### src/rtl/vga_pkg.sv
// Shared VGA definitions: raster geometry, RGB444 pixel type, line-feeder states.
package vga_pkg;

    localparam int H_PIXELS = 1024;
    localparam int V_LINES  = 768;

    typedef logic [11:0] rgb444_t;

    typedef enum logic [1:0] {
        IDLE  = 2'd0,
        WRITE = 2'd1,
        FILL  = 2'd2
    } feed_state_t;

    function automatic logic [9:0] wrap_inc(input logic [9:0] v, input logic [9:0] last);
        return (v == last) ? 10'd0 : v + 10'd1;
    endfunction

endpackage

### src/rtl/edge_rise.sv
// Registered rising-edge detector; a level already high when reset releases
// is absorbed on the first clock instead of being reported as an edge.
module edge_rise (
    input  logic CLK,
    input  logic RST,
    input  logic level,
    output logic rise
);

    logic le_q;
    logic le_qq;
    logic armed;

    always_ff @(posedge CLK or posedge RST) begin
        if (RST) begin
            le_q  <= 1'b0;
            le_qq <= 1'b0;
            armed <= 1'b0;
            rise  <= 1'b0;
        end else begin
            armed <= 1'b1;
            le_q  <= level;
            le_qq <= armed ? le_q : level;
            rise  <= armed & le_q & ~le_qq;
        end
    end

endmodule

### src/rtl/vga_line_feeder.sv
// Feeds one scanline per end-of-line edge into the VGA line buffer, padding
// with BG_COLOR if the renderer misses its deadline.
//   state | meaning
//   IDLE  | waiting for a line-end edge
//   WRITE | accepting renderer pixels, deadline counter running
//   FILL  | renderer aborted, writing BG_COLOR to the rest of the line
module vga_line_feeder
    import vga_pkg::*;
#(
    parameter int      H_PIXELS = vga_pkg::H_PIXELS,
    parameter int      V_LINES  = vga_pkg::V_LINES,
    parameter int      DEADLINE = 1400,
    parameter rgb444_t BG_COLOR = 12'h000
) (
    input  logic        CLK,
    input  logic        RST,
    input  logic        LINEEND_IN,
    input  logic        px_valid,
    input  logic [11:0] px_data,
    output logic        px_ready,
    output logic        line_req,
    output logic [9:0]  line_y,
    output logic        line_abort,
    output logic [9:0]  x_out,
    output logic [11:0] data_out,
    output logic        busy,
    input  logic        err_clr,
    output logic        underflow,
    output logic        overrun
);

    localparam int XW = 11;
    localparam int DW = $clog2(DEADLINE + 1);
    localparam logic [XW-1:0] X_LAST  = XW'(H_PIXELS - 1);
    localparam logic [DW-1:0] DL_LAST = DW'(DEADLINE - 1);
    localparam logic [DW-1:0] DL_MAX  = DW'(DEADLINE);
    localparam logic [9:0]    Y_LAST  = 10'(V_LINES - 1);

    feed_state_t   state;
    logic [XW-1:0] x;
    logic [DW-1:0] dl;
    logic          le_rise;
    logic          hs;

    assign hs = px_valid & px_ready;

    edge_rise u_lineend_edge (
        .CLK   (CLK),
        .RST   (RST),
        .level (LINEEND_IN),
        .rise  (le_rise)
    );

    always_ff @(posedge CLK or posedge RST) begin
        if (RST) begin
            state      <= IDLE;
            x          <= '0;
            dl         <= '0;
            x_out      <= '0;
            data_out   <= '0;
            line_y     <= '0;
            px_ready   <= 1'b0;
            line_req   <= 1'b0;
            line_abort <= 1'b0;
            busy       <= 1'b0;
            underflow  <= 1'b0;
            overrun    <= 1'b0;
        end else begin
            line_req   <= 1'b0;
            line_abort <= 1'b0;

            // Clear first so a same-cycle set event below wins.
            if (err_clr) begin
                underflow <= 1'b0;
                overrun   <= 1'b0;
            end
            if (le_rise && state != IDLE)
                overrun <= 1'b1;

            case (state)
                IDLE: begin
                    if (le_rise) begin
                        line_req <= 1'b1;
                        x        <= '0;
                        dl       <= '0;
                        px_ready <= 1'b1;
                        busy     <= 1'b1;
                        state    <= WRITE;
                    end
                end
                WRITE: begin
                    if (dl != DL_MAX)
                        dl <= dl + 1'b1;
                    if (hs) begin
                        x_out    <= x[9:0];
                        data_out <= px_data;
                        x        <= x + 1'b1;
                    end
                    // Completing the line beats a deadline expiring on the same cycle.
                    if (hs && x == X_LAST) begin
                        px_ready <= 1'b0;
                        busy     <= 1'b0;
                        line_y   <= wrap_inc(line_y, Y_LAST);
                        state    <= IDLE;
                    end else if (dl == DL_LAST) begin
                        px_ready   <= 1'b0;
                        line_abort <= 1'b1;
                        underflow  <= 1'b1;
                        state      <= FILL;
                    end
                end
                FILL: begin
                    x_out    <= x[9:0];
                    data_out <= BG_COLOR;
                    x        <= x + 1'b1;
                    if (x == X_LAST) begin
                        busy   <= 1'b0;
                        line_y <= wrap_inc(line_y, Y_LAST);
                        state  <= IDLE;
                    end
                end
                default: state <= IDLE;
            endcase
        end
    end

endmodule
### config.mk
export PLATFORM = sky130hd
export DESIGN_NAME = vga_line_feeder
export DESIGN_NICKNAME = d
export VERILOG_FILES = /design/src/rtl/vga_pkg.sv /design/src/rtl/edge_rise.sv /design/src/rtl/vga_line_feeder.sv
export SDC_FILE = /design/constraint.sdc
export NUM_CORES = 1
export LEC_CHECK = 0
export ABC_AREA = 1
export CAP_MARGIN = 20
export CORE_MARGIN = 10
export CORE_UTILIZATION = 48
export DETAILED_ROUTE_END_ITERATION = 12
export GPL_TIMING_DRIVEN = 0
export HOLD_SLACK_MARGIN = 0.1
export PLACE_DENSITY = 0.85
export SYNTH_ARGS = -nofsm -noshare
export SYNTH_HDL_FRONTEND = slang
export SYNTH_SLANG_ARGS = --single-unit
export TNS_END_PERCENT = 50
### constraint.sdc
create_clock -name CLK -period 2.3 [get_ports CLK]
set_clock_uncertainty 0.1 [all_clocks]
set_input_delay 0.46 -clock CLK [delete_from_list [all_inputs] [get_ports CLK]]
set_output_delay 0.46 -clock CLK [all_outputs]
set_load 0.05 [all_outputs]
# == Word level (Yosys, flattened, before mapping) ==
# Cells that the tools add are included.
# word_totals
latch_bits,0
mem_count,0
mem_bits_rw,0
out_inout_bits,38
register_bits,66
romBits,0
# classes
reduce_logical,15
n_mux,37
order_cmp,0
n_mul,0
n_eq_ne,12
bitwise_logic,4
shift,0
div,0
n_addsub,3
# op_table
cell,n
$mux 10,4
$pmux 10 s2,2
$mux 11,3
$pmux 11 s3,1
$pmux 12 s2,1
$add 11x1->11 const B,2
$pmux 11 s2,1
$mux 1,17
$reduce_and 3->1,5
$mux 12,1
$eq 11x10->1 const B,1
$eq 11x11->1 const B,1
$ne 11x11->1 const B,1
$add 10x1->10 const B,1
$eq 10x10->1 const B,1
$mux 2,4
$ne 2x2->1 const B,4
$reduce_bool 2->1,4
$pmux 2 s3,1
$reduce_and 4->1,1
$and 1x1->1,3
$ne 3x3->1 const B,1
$pmux 1 s3,1
$reduce_bool 3->1,1
8 further kinds,9

# == Longest topological paths before layout ==
# Gate-level depths: netlist (run 1).
# logic_depth
word_depth,4
mapped_depth,11

# == Hierarchy ==
# From an unflattened synthesis (run 1), not the netlist that was laid out.
# unflattened
cells_unflattened,435
hier_area_um2,3414.5
# modules_own_cells
mod,instances,area_per_inst_um2,seq_area_each_um2,cells_per_inst
vga_line_feeder,1,3285.7,1551.5,424
edge_rise,1,128.9,100.1,11

# == Least setup slack after synthesis (run 1) ==
# Ideal clock, no wire load.
# synth_timing
path_type,register to register
from,register line_y[0]
to,register line_y[0]
path_slack_ns,0.459
path_buffers,0
path_stages_with_launch,9
t_arrival_ns,1.613
synth_period_minus_slack_ns,1.841
cell_sequence,dfrtp_1 -> ha_1 -> nand3_1 -> nor2_1 -> nand3_1 -> nor2_1 -> nand2_1 -> nand3_1 -> o21ai_0
# synth_via
elab_chain_len,4
# synth_lines
element,line,source
from (decl),vga_line_feeder.sv:22,"output logic [9:0] line_y,"
from (signal assigned),vga_line_feeder.sv:103,"line_y <= wrap_inc(line_y, Y_LAST);"
from (signal assigned),vga_line_feeder.sv:118,"line_y <= wrap_inc(line_y, Y_LAST);"
$add 10x1->10 / $eq 10x10->1 (equally long branches),vga_pkg.sv:16,return (v == last) ? 10'd0 : v + 10'd1;
$mux 10 (*),vga_pkg.sv:16,
"$mux 10, on equally long branches","vga_line_feeder.sv:116, vga_line_feeder.sv:100",
$pmux 10 s2 (*),vga_line_feeder.sv:80,case (state)
# Every way passes the cells marked *; elsewhere a longest branch is shown, timed or not. The select of a mux whose other input is x is not followed.
# A chain may end at the register's enable or synchronous reset.

# == Worst setup path in the final report (run 1) ==
# layout_timing
from,register line_y[0]
to,output port line_y[0]
# No word-level cell between the ends.

==> results of run 1 <==
power by group:
part | internal, mW | leakage, nW | total (mW) | switching, mW
clock network | 0.522 | 0.0962 | 0.943 | 0.421
registers | 1.36 | 0.870 | 1.49 | 0.131
logic | 0.481 | 1.00 | 1.59 | 1.11
total | 2.36 | 1.97 | 4.02 | 1.66
worst max-delay path by stage:
stage          cells after the start  slack (ns)      endpoint       from
5_1_grt                            8        0.03      x_out[3]   state[1]
4_1_cts                            1        0.11     line_y[9]  line_y[9]
3_5_place_dp                       8        0.09     line_y[6]   px_valid
3_3_place_gp                       2       -1.02  data_out[11]        RST
6_report                           1        0.13     line_y[0]  line_y[0]
2_1_floorplan                      1        0.09          busy        RST
cell usage in the layout, fill, tap and decap left out:
cell type and count:
sky130_fd_sc_hd__a21oi_1 5, sky130_fd_sc_hd__buf_12 1, sky130_fd_sc_hd__buf_2 2, sky130_fd_sc_hd__bufinv_16 1
sky130_fd_sc_hd__clkbuf_1 8, sky130_fd_sc_hd__clkbuf_8 10, sky130_fd_sc_hd__clkdlybuf4s50_1 54, sky130_fd_sc_hd__clkinv_1 1
sky130_fd_sc_hd__clkinv_2 2, sky130_fd_sc_hd__conb_1 1, sky130_fd_sc_hd__dfrtp_1 66, sky130_fd_sc_hd__ha_1 9
sky130_fd_sc_hd__inv_1 50, sky130_fd_sc_hd__inv_2 3, sky130_fd_sc_hd__nand2_1 131, sky130_fd_sc_hd__nand2_2 1
sky130_fd_sc_hd__nand3_1 46, sky130_fd_sc_hd__nand3_2 2, sky130_fd_sc_hd__nand4_1 7, sky130_fd_sc_hd__nor2_1 41
sky130_fd_sc_hd__nor2_2 1, sky130_fd_sc_hd__nor2_4 1, sky130_fd_sc_hd__nor3_1 10, sky130_fd_sc_hd__nor3b_1 1
sky130_fd_sc_hd__o21ai_0 34, sky130_fd_sc_hd__o21ai_4 1, sky130_fd_sc_hd__o22ai_1 1, sky130_fd_sc_hd__o31ai_1 1
sky130_fd_sc_hd__or2_2 1, sky130_fd_sc_hd__xor2_1 4
metal layers:
| metal | up-vias | share of wire (%) | GRT usage, % |
|---|---|---|---|
| li1 | 1485 | - | - |
| met1 | 1400 | 43 | 16.5 |
| met2 | 79 | 49 | 26.1 |
| met3 | 12 | 6.2 | 4.22 |
| met4 | 0 | 1.6 | 7.38 |
| met5 | - | 0 | 0 |
sequential cells by signal (all words and copies together) (netlist names), 2 cells and up:
| signal | flops |
|---|---|
| data_out | 12 |
| dl | 11 |
| line_y | 10 |
| state | 2 |
| x | 11 |
| x_out | 10 |
repair_timing:
action	4_1_cts	5_1_grt
setup endpoints to repair	0	1
buffers inserted	0	0
resized for setup	0	1
per-stage QoR:
step	setup TNS (ns)	area (sq um)	hold WS [ns]	worst slack [ns]	std cells
6_report	0	4140	0.309	0.129	576
5_1_grt	0	4140	0.352	0.0264	576
3_3_place_gp	-67.34	3930	0.296	-1.02	560
4_1_cts	0	4130	0.317	0.114	576
2_1_floorplan	0	3290	0.285	0.0852	426
3_5_place_dp	0	3950	0.303	0.0898	561
area by class of cell:
cell class | count | area share, %
Multi-Input combinational cell | 298 | 33.9
Sequential cell | 66 | 39.9
Clock inverter | 3 | 0.968
Clock buffer | 12 | 3.51
Inverter | 54 | 4.90
Tap cell | 80 | 2.42
Buffer | 8 | 0.786
Timing Repair Buffer | 55 | 13.6
cell families after synthesis:
| kind of cell | share of synthesized area, % |
|---|---|
| simple gates | 31.1 |
| flops | 50.3 |
| buf+inv | 7.16 |
| compound gates | 6.85 |
| fa+ha+maj | 3.43 |
| xor+xnor | 1.07 |
| other cells | 0.114 |
==> results.md, run 1 <==
Die:
- Pin placement for this block handled 55 I/O pins.
- The area of the core region is 6720 sq um.
- The height of the chip is 103 um.
- The die width is 103 um.
- After floorplanning, the core was divided into 30 placement rows.
- The effective utilization at floorplan is 48.9%.
- The area of the die is 10,600 sq um.

Layout:
- Summing all multi-input logic gate instances after layout gives 1400 sq um.
- The net count reported at finish is 518.
- The share of the core filled with cells in the final layout is 61.6%.
- The area growth from synthesis to layout is 25.9%.
- The antenna diode instance count is 0.
- The proportion of layout cells with a drive suffix above 1 is 5.24%.
- The combined flip-flop and latch cell area is between 1500 and 2000 sq um.
- The number of fill cells in the layout is 571.

Detailed routing:
- The count of nets left with antenna violations once routing finished came out at 0.
- The routed wire length is roughly 7600 um.
- In the final routed layout, each cell accounts on average for roughly 13 um.
- The total number of vias is ~3,000.
- The post-route DRC violation count is 0.
- The number of DRC markers after the initial detailed-route iteration is 122.
- The routed via count divided by cell count is about 5.2.
- The first TritonRoute pass finished after 5 iterations.

STA:
- The ratio of final minimum period to clock period is 94.4%.
- At the pin with the least slew margin, the transition time is 0.629 ns.
- Setup repair after global routing left no endpoint under its margin.
- For the finished layout, the period the worst path requires is between 2 and 2.5 ns.
- Timing would allow up to 461 MHz.
- The number of hold violations in the final report is 0.
- The final-report max-slew violation count is 0.
- Setup violations remaining at the end of the flow were counted as 0.
- The relative max-transition margin is 58.0%.

Status:
- The flow ran to the end, and the final reports show no timing, DRC or antenna violations.

Worst setup path:
- The kind of critical path is reg -> out.
- The cell depth of the worst flop-to-flop path is 8.
- On the critical path the largest part of the delay comes from buffers and inverters.
- The worst setup path is launched from a register.
- The kind of capture point of the worst setup path is an output pin.
- In this design, the stage delay of the slowest critical-path cell is 0.85 ns.
- STA puts the critical path data arrival time at 1.61 ns.
- The register-to-register setup slack is ~0.23 ns.
- The end of the worst register-to-register path is x_out[3].
- The total buffers and inverters traversed by the critical path is 1.
- The slowest cell on the critical path is sky130_fd_sc_hd__clkdlybuf4s50_1.
- The worst endpoint required time is 1.74 ns.
- Of all nets on the critical path, the largest fanout is 5.
- Walking the worst path, the cells encountered are clkdlybuf4s50_1.
- In this run the critical register-to-register path is launched from state[1].

Yosys:
- Summed over all instances, the cell type with the most area after synthesis is sky130_fd_sc_hd__dfrtp_1.
- The commonest cells after synthesis are sky130_fd_sc_hd__nand2_1 (131), sky130_fd_sc_hd__dfrtp_1 (66), sky130_fd_sc_hd__inv_1 (51).
- By area the synthesized netlist is led by sky130_fd_sc_hd__dfrtp_1 (50%), sky130_fd_sc_hd__nand2_1 (15%), sky130_fd_sc_hd__nand3_1 (7.2%).
- The number of enable flip-flop cells after synthesis is 0.
- The post-synth net total is roughly 450.
- The post-synthesis cell count is 426.
- The synthesized cell area is around 3300 sq um.
- The warning count from the yosys run is 0.
- The count of state elements after synthesis is 66.
- For this run, asynchronously set or reset flops after synthesis account for between 90% and 100%.
- The post-synthesis cell type count is 25.
- The share of the Yosys chip area taken by registers is 50.3%.
- The most numerous cell in the Yosys netlist is sky130_fd_sc_hd__nand2_1.
- The synthesized area per cell is ~7.7 sq um.
- After synthesis, the largest area contributor takes up 50.3% of total cell area.
- The predominant post-synthesis flop cell is sky130_fd_sc_hd__dfrtp_1.

Global routing:
- The initial antenna violation count came to 0.
- After global routing the overflow that remains totals 0.
- The first-pass GRT wire length is 12,700 um.
- Entering global routing, the biggest net connects 38 pins.
- The combined global-route utilization of all metal layers is 15.0%.
- The number of global-route vias before repair was roughly 2,900.

CTS:
- The cell chosen for the clock root is sky130_fd_sc_hd__clkbuf_8.
- The later pin in the worst-skew pair is clocked with a latency of 0.33 ns.
- The clock slew at the register clock pins of the worst setup and hold paths is 0.07 ns.
- TritonCTS created 9 clock buffers.
- The maximum root-to-sink buffer count is 2.
- For this design, the sink count on the clock tree is 66.
- CTS built an H-tree with a depth of 3.
- The CTS tree is done.
- After clock tree synthesis, the flow added hold-fix buffers numbering 0.

Power and ir drop:
- The maximum vdd drop is approximately 0.57 mV.
- Dividing total power by cell area gives a power density of 971 nW/um^2.
- The design draws approximately 4.0 mW.
- The analysis attributes to cell leakage a power of 1.97 nW.

Min path:
- The class of the tightest hold or removal check is reg -> reg.
- The worst hold path begins at u_lineend_edge.le_qq.
- The worst hold path terminates at u_lineend_edge.rise.
- Counting instances, the worst hold path has a depth of 1.

Flow run:
- The count of maximum capacitance violations is 0.

Place:
- Once detailed placement completed, the half-perimeter wirelength came to 5700 um.
- The global placement routability congestion is 0.856.
- In this run the tool buffered the top-level ports with 54 buffer cells.
(Power assumes the default switching activity.)
==> inputs of run 2 (changes only) <==
==> constraint.sdc (replaced) <==
create_clock -name CLK -period 2.3 [get_ports CLK]
set_clock_uncertainty 0.1 [all_clocks]
set_input_delay 0.46 -clock CLK [delete_from_list [all_inputs] [get_ports CLK]]
set_output_delay 0.46 -clock CLK [all_outputs]
set_load 0.1 [all_outputs]
==> run 2 against run 1 <==
  * Combinational power is 28% higher
  * Clock power up 1%
  * Setup slack got worse by 0.046 ns
  * Global-route usage unchanged
  * Via count rose by 0.27%
  * Clock-buffer cell count stayed put
  * Critical path depth did not move
  * Worst hold slack lost 0.0038 ns
  * Register-to-register slack about the same
  * Maximum frequency is 2.1% lower
  * Utilization shrank 0.71 points
  * Non-clock buffer count unchanged
==> results.md, run 2 (synthesized netlist as in run 1, its figures left out) <==
STA:
- The final-report max-slew violation count is 0.
- Measured against its own limit, the worst slew margin works out to 35.1%.
- The maximum clock frequency is ~450 MHz.
- The number of hold violations in the final report is 0.
- At the pin with the least slew margin, the transition time is 0.977 ns.
- The final count of negative-setup-slack endpoints is 0.
- The ratio of final minimum period to clock period is 96.4%.
- The time the worst path needs with I/O delays and setup is 2.22 ns.
- Adding up every negative setup slack in the final design gives 0 ns.
- Setup repair after global routing left no endpoint under its margin.

CTS:
- The cell chosen for the clock root is sky130_fd_sc_hd__clkbuf_8.
- The longest clock path from root to sink contains 2 buffers.
- At the later pin of the worst-skew pair, clock insertion delay measures 0.34 ns.
- Buffers inserted to repair hold after CTS numbered 0.
- The CTS tree is done.
- The tree built by TritonCTS fans out to 66 sinks.
- The CTS buffer count is 9.
- The clock tree synthesis step divided the H-tree into 3 levels.
- Clock-pin slew was measured on the worst setup and hold paths at 0.07 ns.

Die:
- The number of rows created at floorplan is 30.
- The effective utilization at floorplan is 48.9%.
- The number of top-level pins is 55.
- The die covers around 11,000 sq um.
- The total area inside the core boundary comes to 6720 sq um.
- The die width is around 100 um.
- From bottom edge to top edge, the die measures 103 um.

Power and ir drop:
- The proportion of total power due to net switching is approximately 49%.
- The cell internal power dissipation is 2.26 mW.
- Summed over all cells, the static leakage comes to around 2.1 nW.
- In this run, the clock network consumes 21.3% of the power.
- Sequential cells account for between 30% and 40% of the total power.
- The share of total power in combinational logic is 45.5%.
- The switching power summed over all nets is 2.21 mW.
- The power per cell area is between 1000 and 1500 nW/um^2.
- The maximum vdd drop is 0.771 mV.

Worst setup path:
- The kind of critical path is reg -> out.
- The maximum net fanout on the critical path is 5.
- The worst setup path is captured at an output pin.
- The largest single stage delay on the critical path is 0.89 ns.
- STA puts the critical path data required time at around 1.7 ns.
- Together, buffers and inverters on the worst path number 1.
- Broken down by cell family, the worst path's largest delay share belongs to buffers and inverters.
- The signal on the critical path passes through dlygate4sd2_1.
- The worst setup path is launched from a register.
- The slowest cell on the critical path is sky130_fd_sc_hd__dlygate4sd2_1.
- The data arrival at the endpoint of the critical path is roughly 1.7 ns.

Layout:
- The antenna diode instance count is 0.
- Leaving out fill and tap cells, the most frequent cells in the layout are sky130_fd_sc_hd__nand2_1 (131), sky130_fd_sc_hd__dfrtp_1 (66), sky130_fd_sc_hd__inv_1 (50), sky130_fd_sc_hd__nand3_1 (46), sky130_fd_sc_hd__nor2_1 (41).
- The most common library cell in the layout ignoring fill and taps is sky130_fd_sc_hd__nand2_1.
- The register with the most flip-flops in the final layout is data_out.
- For this run, the post-layout net count is 518.
- The final design instance area without fill is ~4100 sq um.
- The post-route netlist has 5.24% of its cells at a drive strength greater than 1.
- The footprint of the multi-input gates is 1400 sq um.
- Relative to the synthesized area, the layout overhead comes to 24.4%.
- The combined flip-flop and latch cell area is 1650 sq um.
- Counting the fill cells in the layout gives approximately 590.
- The number of flip-flops in the largest register is 12.
- The largest registers in the layout are data_out: 12 flops, dl: 11 flops, x: 11 flops.

Place:
- The cell area after placement is 3950 sq um.
- The HPWL reported at the end of detailed placement is 5700 um.
- At the end of routability-driven placement, the weighted congestion stood at approximately 0.86.
- In this run the tool buffered the top-level ports with 54 buffer cells.

Detailed routing:
- The count of TritonRoute iterations in the first routing pass is 4.
- The routed via count divided by cell count is 5.18.
- After detailed routing, the number of remaining DRC violations is 0.
- The routed layout has 2,984 vias.
- The number of DRC markers after the initial detailed-route iteration is 133.
- The average wire length per cell after detail routing is 13.3 um.
- Once detail routing completed, the nets flagged for antenna violations numbered 0.
- The routed wire length is 7640 um.

Global routing:
- The first-pass GRT wire length is 12,700 um.
- The combined global-route utilization of all metal layers is between 10 and 15%.
- The pin count of the biggest net entering global routing is 38.
- The initial antenna violation count is 0.
- The number of global-route vias before repair came to approximately 2,900.
- Global routing finished with a remaining overflow of 0.

Flow run:
- Across the run, the number of max-cap violations was 0.

Min path:
- The class of the tightest hold or removal check is reg -> reg.

Status:
- The flow ran to the end, and the final reports show no timing, DRC or antenna violations.
[run 2: per-layer routing]
metal	routed length, um	GRT usage (%)	up-vias
met1	3320	16.5	1401
met2	3700	26.0	84
met4	185	7.38	0
li1	-	-	1483
met3	438	4.22	16
met5	0	0	-
[run 2: power groups by stage]
stage | registers (mW) | clock network (mW) | logic (mW)
after floorplan | 2.52 | 0 | 0.591
after global placement | 1.50 | 0 | 2.10
after detailed placement | 1.51 | 0 | 2.14
after CTS | 1.48 | 0.960 | 2.04
after global routing | 1.51 | 1.01 | 2.17
final | 1.48 | 0.952 | 2.03
[run 2: path summary, 6_finish.rpt]
check / start / endpoint / slack, ns / cells past startpoint
min: u_lineend_edge.le_qq / u_lineend_edge.rise / 0.30 / 1
min in group asynchronous: RST / line_y[4] / 0.43 / 2
max in group asynchronous: RST / x[9] / 1.05 / 3
max: line_y[0] / line_y[0] / 0.08 / 1
max reg2reg: state[1] / x_out[3] / 0.23 / 8
min reg2reg: u_lineend_edge.le_qq / u_lineend_edge.rise / 0.30 / 1
[run 2: repair_timing]
action,4_1_cts,5_1_grt
endpoints found under the setup margin,38,1
gates cloned,0,0
pin swaps,0,0
buffers inserted,0,0
gates resized for setup,38,1
[run 2: stage by stage]
step / hold slack, ns / total power [mW] / std cells / utilization (%) / setup WS, ns
after floorplan: 0.285 / 3.11 / 426 / - / 0.0494
after global placement: 0.296 / 3.60 / 560 / 58.4 / -1.02
after detailed placement: 0.303 / 3.64 / 561 / 58.7 / 0.0898
after CTS: 0.317 / 4.48 / 576 / 60.8 / 0.0701
after global routing: 0.352 / 4.68 / 576 / 60.9 / 0.0264
final: 0.305 / 4.46 / 576 / 60.9 / 0.0824
[run 2: cell type report]
cell class                      instances  share of cell area, %
Clock buffer                           12                   3.55
Tap cell                               80                   2.45
Buffer                                  8                  0.796
Sequential cell                        66                   40.4
Multi-Input combinational cell        298                   34.3
Timing Repair Buffer                   55                   12.5
Inverter                               54                   4.96
Clock inverter                          3                  0.979
==> inputs of run 3 (changes only) <==
Settings changed: ABC_AREA 1 to 0.
==> run 3 against run 2 <==
  * Final cell count fell by 18%
  * Sequential power grew 6%
  * Via count shrank 12%
  * Utilization grew 2.7 points
  * Cell area is 0.34% higher
  * Critical path depth did not move
  * Largest power group unchanged
==> results.md, run 3 <==
Die:
- The number of top-level pins is between 50 and 60.
- The die width is 102 um.
- The floorplan has 29 rows.
- The area of the die is between 10,000 and 15,000 sq um.
- The height of the chip is 102 um.
- Once the floorplan was initialized, standard cells occupied 50.4% of the core.
- The area of the core region is 6460 sq um.

STA:
- The final count of negative-setup-slack endpoints is 0.
- The ratio of final minimum period to clock period is 98.3%.
- The time the worst path needs with I/O delays and setup is about 2.3 ns.
- The number of hold violations in the final report came to 0.
- The worst path meets setup with 0.0402 ns of slack.
- Setup repair after global routing left no endpoint under its margin.
- Hold is met by 0.301 ns.
- The final-report max-slew violation count is 0.
- The slew at the pin with the worst max-slew slack is 0.986 ns.
- In this run the tightest slew margin relative to its limit is ~35%.
- The maximum clock frequency is 443 MHz.

Layout:
- In the final layout, the registers with the most flip-flops are data_out: 12 flops, dl: 11 flops, x: 11 flops.
- The area growth from synthesis to layout is 25.9%.
- The final design instance area without fill is 4100 sq um.
- The final layout contains about 420 nets.
- The register with the most flip-flops in the layout has 12 of them.
- The library cells used most frequently in the layout, excluding fill and tap cells, are sky130_fd_sc_hd__dfrtp_1 (66), sky130_fd_sc_hd__dlygate4sd2_1 (37), sky130_fd_sc_hd__nand2_1 (34), sky130_fd_sc_hd__o21ai_0 (33), sky130_fd_sc_hd__nand3_1 (19).
- Cells with a size suffix above 1 make up about 12% of the layout.
- The register ranked first by flip-flop count is data_out.
- The share of the core filled with cells in the final layout is 63.5%.
- The antenna diode instance count is 0.
- Leaving out fill and tap cells, the most frequent cell in the layout is sky130_fd_sc_hd__dfrtp_1.

Yosys:
- The warning count from the yosys run is 0.
- The cell count after synthesis came out at 323.
- The complex-gate fraction of the synthesized area is 13.1%.
- The commonest cells after synthesis are sky130_fd_sc_hd__dfrtp_1 (66), sky130_fd_sc_hd__nand2_1 (34), sky130_fd_sc_hd__o21ai_0 (33).
- The simple-gate area share of the yosys netlist is 21.3%.
- In the post-synthesis netlist, the cell with the most instances is sky130_fd_sc_hd__dfrtp_1.
- The post-synthesis adder-cell area fraction is 3.46%.
- The top cell type by total area after synthesis is sky130_fd_sc_hd__dfrtp_1.
- By area, the combinational part of the netlist is dominated by simple AND/OR/NAND/NOR gates.
- The share of synthesized area in the top cell type comes to 50.7%.
- The synthesized area per cell is 10.1 sq um.
- After synthesis, the cell types taking the most area are sky130_fd_sc_hd__dfrtp_1 (51%), sky130_fd_sc_hd__o21ai_0 (5.1%), sky130_fd_sc_hd__mux2_2 (4.5%).
- The number of enable flip-flop cells after synthesis is 0.
- The synthesized cell area is 3260 sq um.
- Synthesis produced a netlist with a net count of 349.
- The predominant post-synthesis flop cell is sky130_fd_sc_hd__dfrtp_1.
- The post-synthesis cell type count is 48.
- The count of state elements after synthesis is 66.
- The fraction of synthesis flops using an asynchronous set or reset pin is between 90% and 100%.
- The proportion of synthesized area in mux cells is 5.41%.
- Summing the areas of all xor and xnor instances in the mapped netlist gives under 10% of the synthesized area.
- The share of the yosys chip area belonging to registers is 50.7%.

Global routing:
- After global routing, the most crowded layer is met2.
- Entering global routing, the biggest net connects 42 pins.
- The met3 global-route usage is 6.75%.
- Global routing consumed, on the met1 layer, about 17% of the routing resources.
- The number of global-route vias before repair is 2,556.
- In the global route stage, met2 resource usage came out at 24.9%.
- The initial antenna violation count was 0.
- The aggregate global routing overflow is 0.
- The combined global-route utilization of all metal layers is between 10 and 15%.
- The first-pass GRT wire length is 12,300 um.

Place:
- Port buffering added 54 buffers.
- The HPWL reported at the end of detailed placement is 5380 um.
- Prior to clock tree synthesis, the placed netlist has a worst setup slack of -0.182 ns.
- At the end of routability-driven placement, the weighted congestion stood at about 0.85.
- Summing all placed instances gives a cell area of 3920 sq um.

Worst setup path:
- For the worst setup path, the data required time is between 1.5 and 2 ns.
- Traced cell by cell, the critical path runs through dlygate4sd2_1.
- The slowest cell on the critical path is sky130_fd_sc_hd__dlygate4sd2_1.
- The kind of critical path is reg -> out.
- The highest cell delay on the worst timing path is ~0.90 ns.
- The startpoint kind of the worst setup timing path is a register.
- Counting both buffers and inverters, the worst setup path holds a total of 1.
- The kind of cell adding the most delay to the critical path is buffers and inverters.
- STA puts the critical path data arrival time at 1.70 ns.
- In this run the worst path has a maximum fanout of 7.
- The kind of capture point of the worst setup path is an output pin.

Detailed routing:
- After detailed routing, the number of remaining DRC violations is 0.
- The routed via count divided by cell count is roughly 5.6.
- After detailed routing, the total wire length is roughly 7400 um.
- Once detail routing completed, the nets flagged for antenna violations numbered 0.
- For this run, the detailed router's first-pass iteration total came to 4.
- The average wire length per cell after detail routing is between 15 and 20 um.
- The number of DRC markers after the initial detailed-route iteration is 80.
- The total number of vias is roughly 2,600.

CTS:
- The clock insertion delay at the later pin of the skew report is 0.35 ns.
- The H-tree was split into 3 levels.
- The CTS tree is done.
- The clock slew at the register clock pins of the worst setup and hold paths is 0.07 ns.
- The CTS buffer count is 9.
- No sink is reached through more buffers than the 2 on the longest clock path.
- The setup fix buffers added after clock tree synthesis is 0.
- Clock tree synthesis found a total of 66 sinks.
- The hold buffer count at CTS is 0.
- The cell sitting at the root of the clock tree is a sky130_fd_sc_hd__clkbuf_8.

Min path:
- In this run the worst hold path is classified as reg -> reg.

Flow run:
- The tool flagged a number of max-cap violations equal to 0.

Status:
- The run finished with clean final reports.

Power and ir drop:
- The maximum vdd drop is around 0.5 mV.
- In this run the static leakage power is a little under 2 nW.
- The completed layout was analyzed and its total power is 4.98 mW.
- The power per cell area is 1210 nW/um^2.
run 3: report_power, final:
part	switching [mW]	total [mW]	internal [mW]
sequential	0.163	1.57	1.41
combinational	1.94	2.49	0.555
clock	0.440	0.919	0.479
run 3: final cells by class:
type / count / area, sq um
Inverter: 13 / 48.8
Timing Repair Buffer: 55 / 514
Tap cell: 77 / 96.3
Buffer: 14 / 73.8
Multi-Input combinational cell: 230 / 1530
Clock buffer: 13 / 169
Fill cell: 552 / 2360
Sequential cell: 66 / 1650
Clock inverter: 3 / 22.5
run 3: per-layer routing:
metal	vias to the layer above	part of all wire (%)
met3	10	6.5
met1	1278	43
met5	-	0
met4	0	1.0
met2	53	49
li1	1283	-
run 3: stage by stage:
stage | TNS (ns) | std cells
after floorplan | -0.0642 | 323
after global placement | -67.44 | 454
after detailed placement | -2.03 | 455
after CTS | -0.251 | 471
after global routing | 0 | 471
final | 0 | 471
run 3: final timing paths:
kind / cells after the start / startpoint / to / slack (ns)
worst max-delay path: 1 / line_y[8] / line_y[8] / 0.04
worst min-delay path: 1 / u_lineend_edge.le_qq / u_lineend_edge.rise / 0.30
worst max register to register: 7 / state[1] / line_y[8] / 0.15
worst min register to register: 1 / u_lineend_edge.le_qq / u_lineend_edge.rise / 0.30
max in group asynchronous: 3 / RST / x_out[1] / 1.12
min in group asynchronous: 2 / RST / data_out[10] / 0.37
run 3: timing repair:
action | 4_1_cts | 5_1_grt
pin swaps | 0 | 1
setup endpoints to repair | 45 | 22
gates resized for setup | 38 | 13
run 3: cells by family after synthesis:
| group | Yosys count |
|---|---|
| simple gates | 127 |
| compound gates | 68 |
| flops | 66 |
| buf+inv | 27 |
| mux | 16 |
| fa+ha+maj | 9 |
| xor+xnor | 9 |
| other cells | 1 |
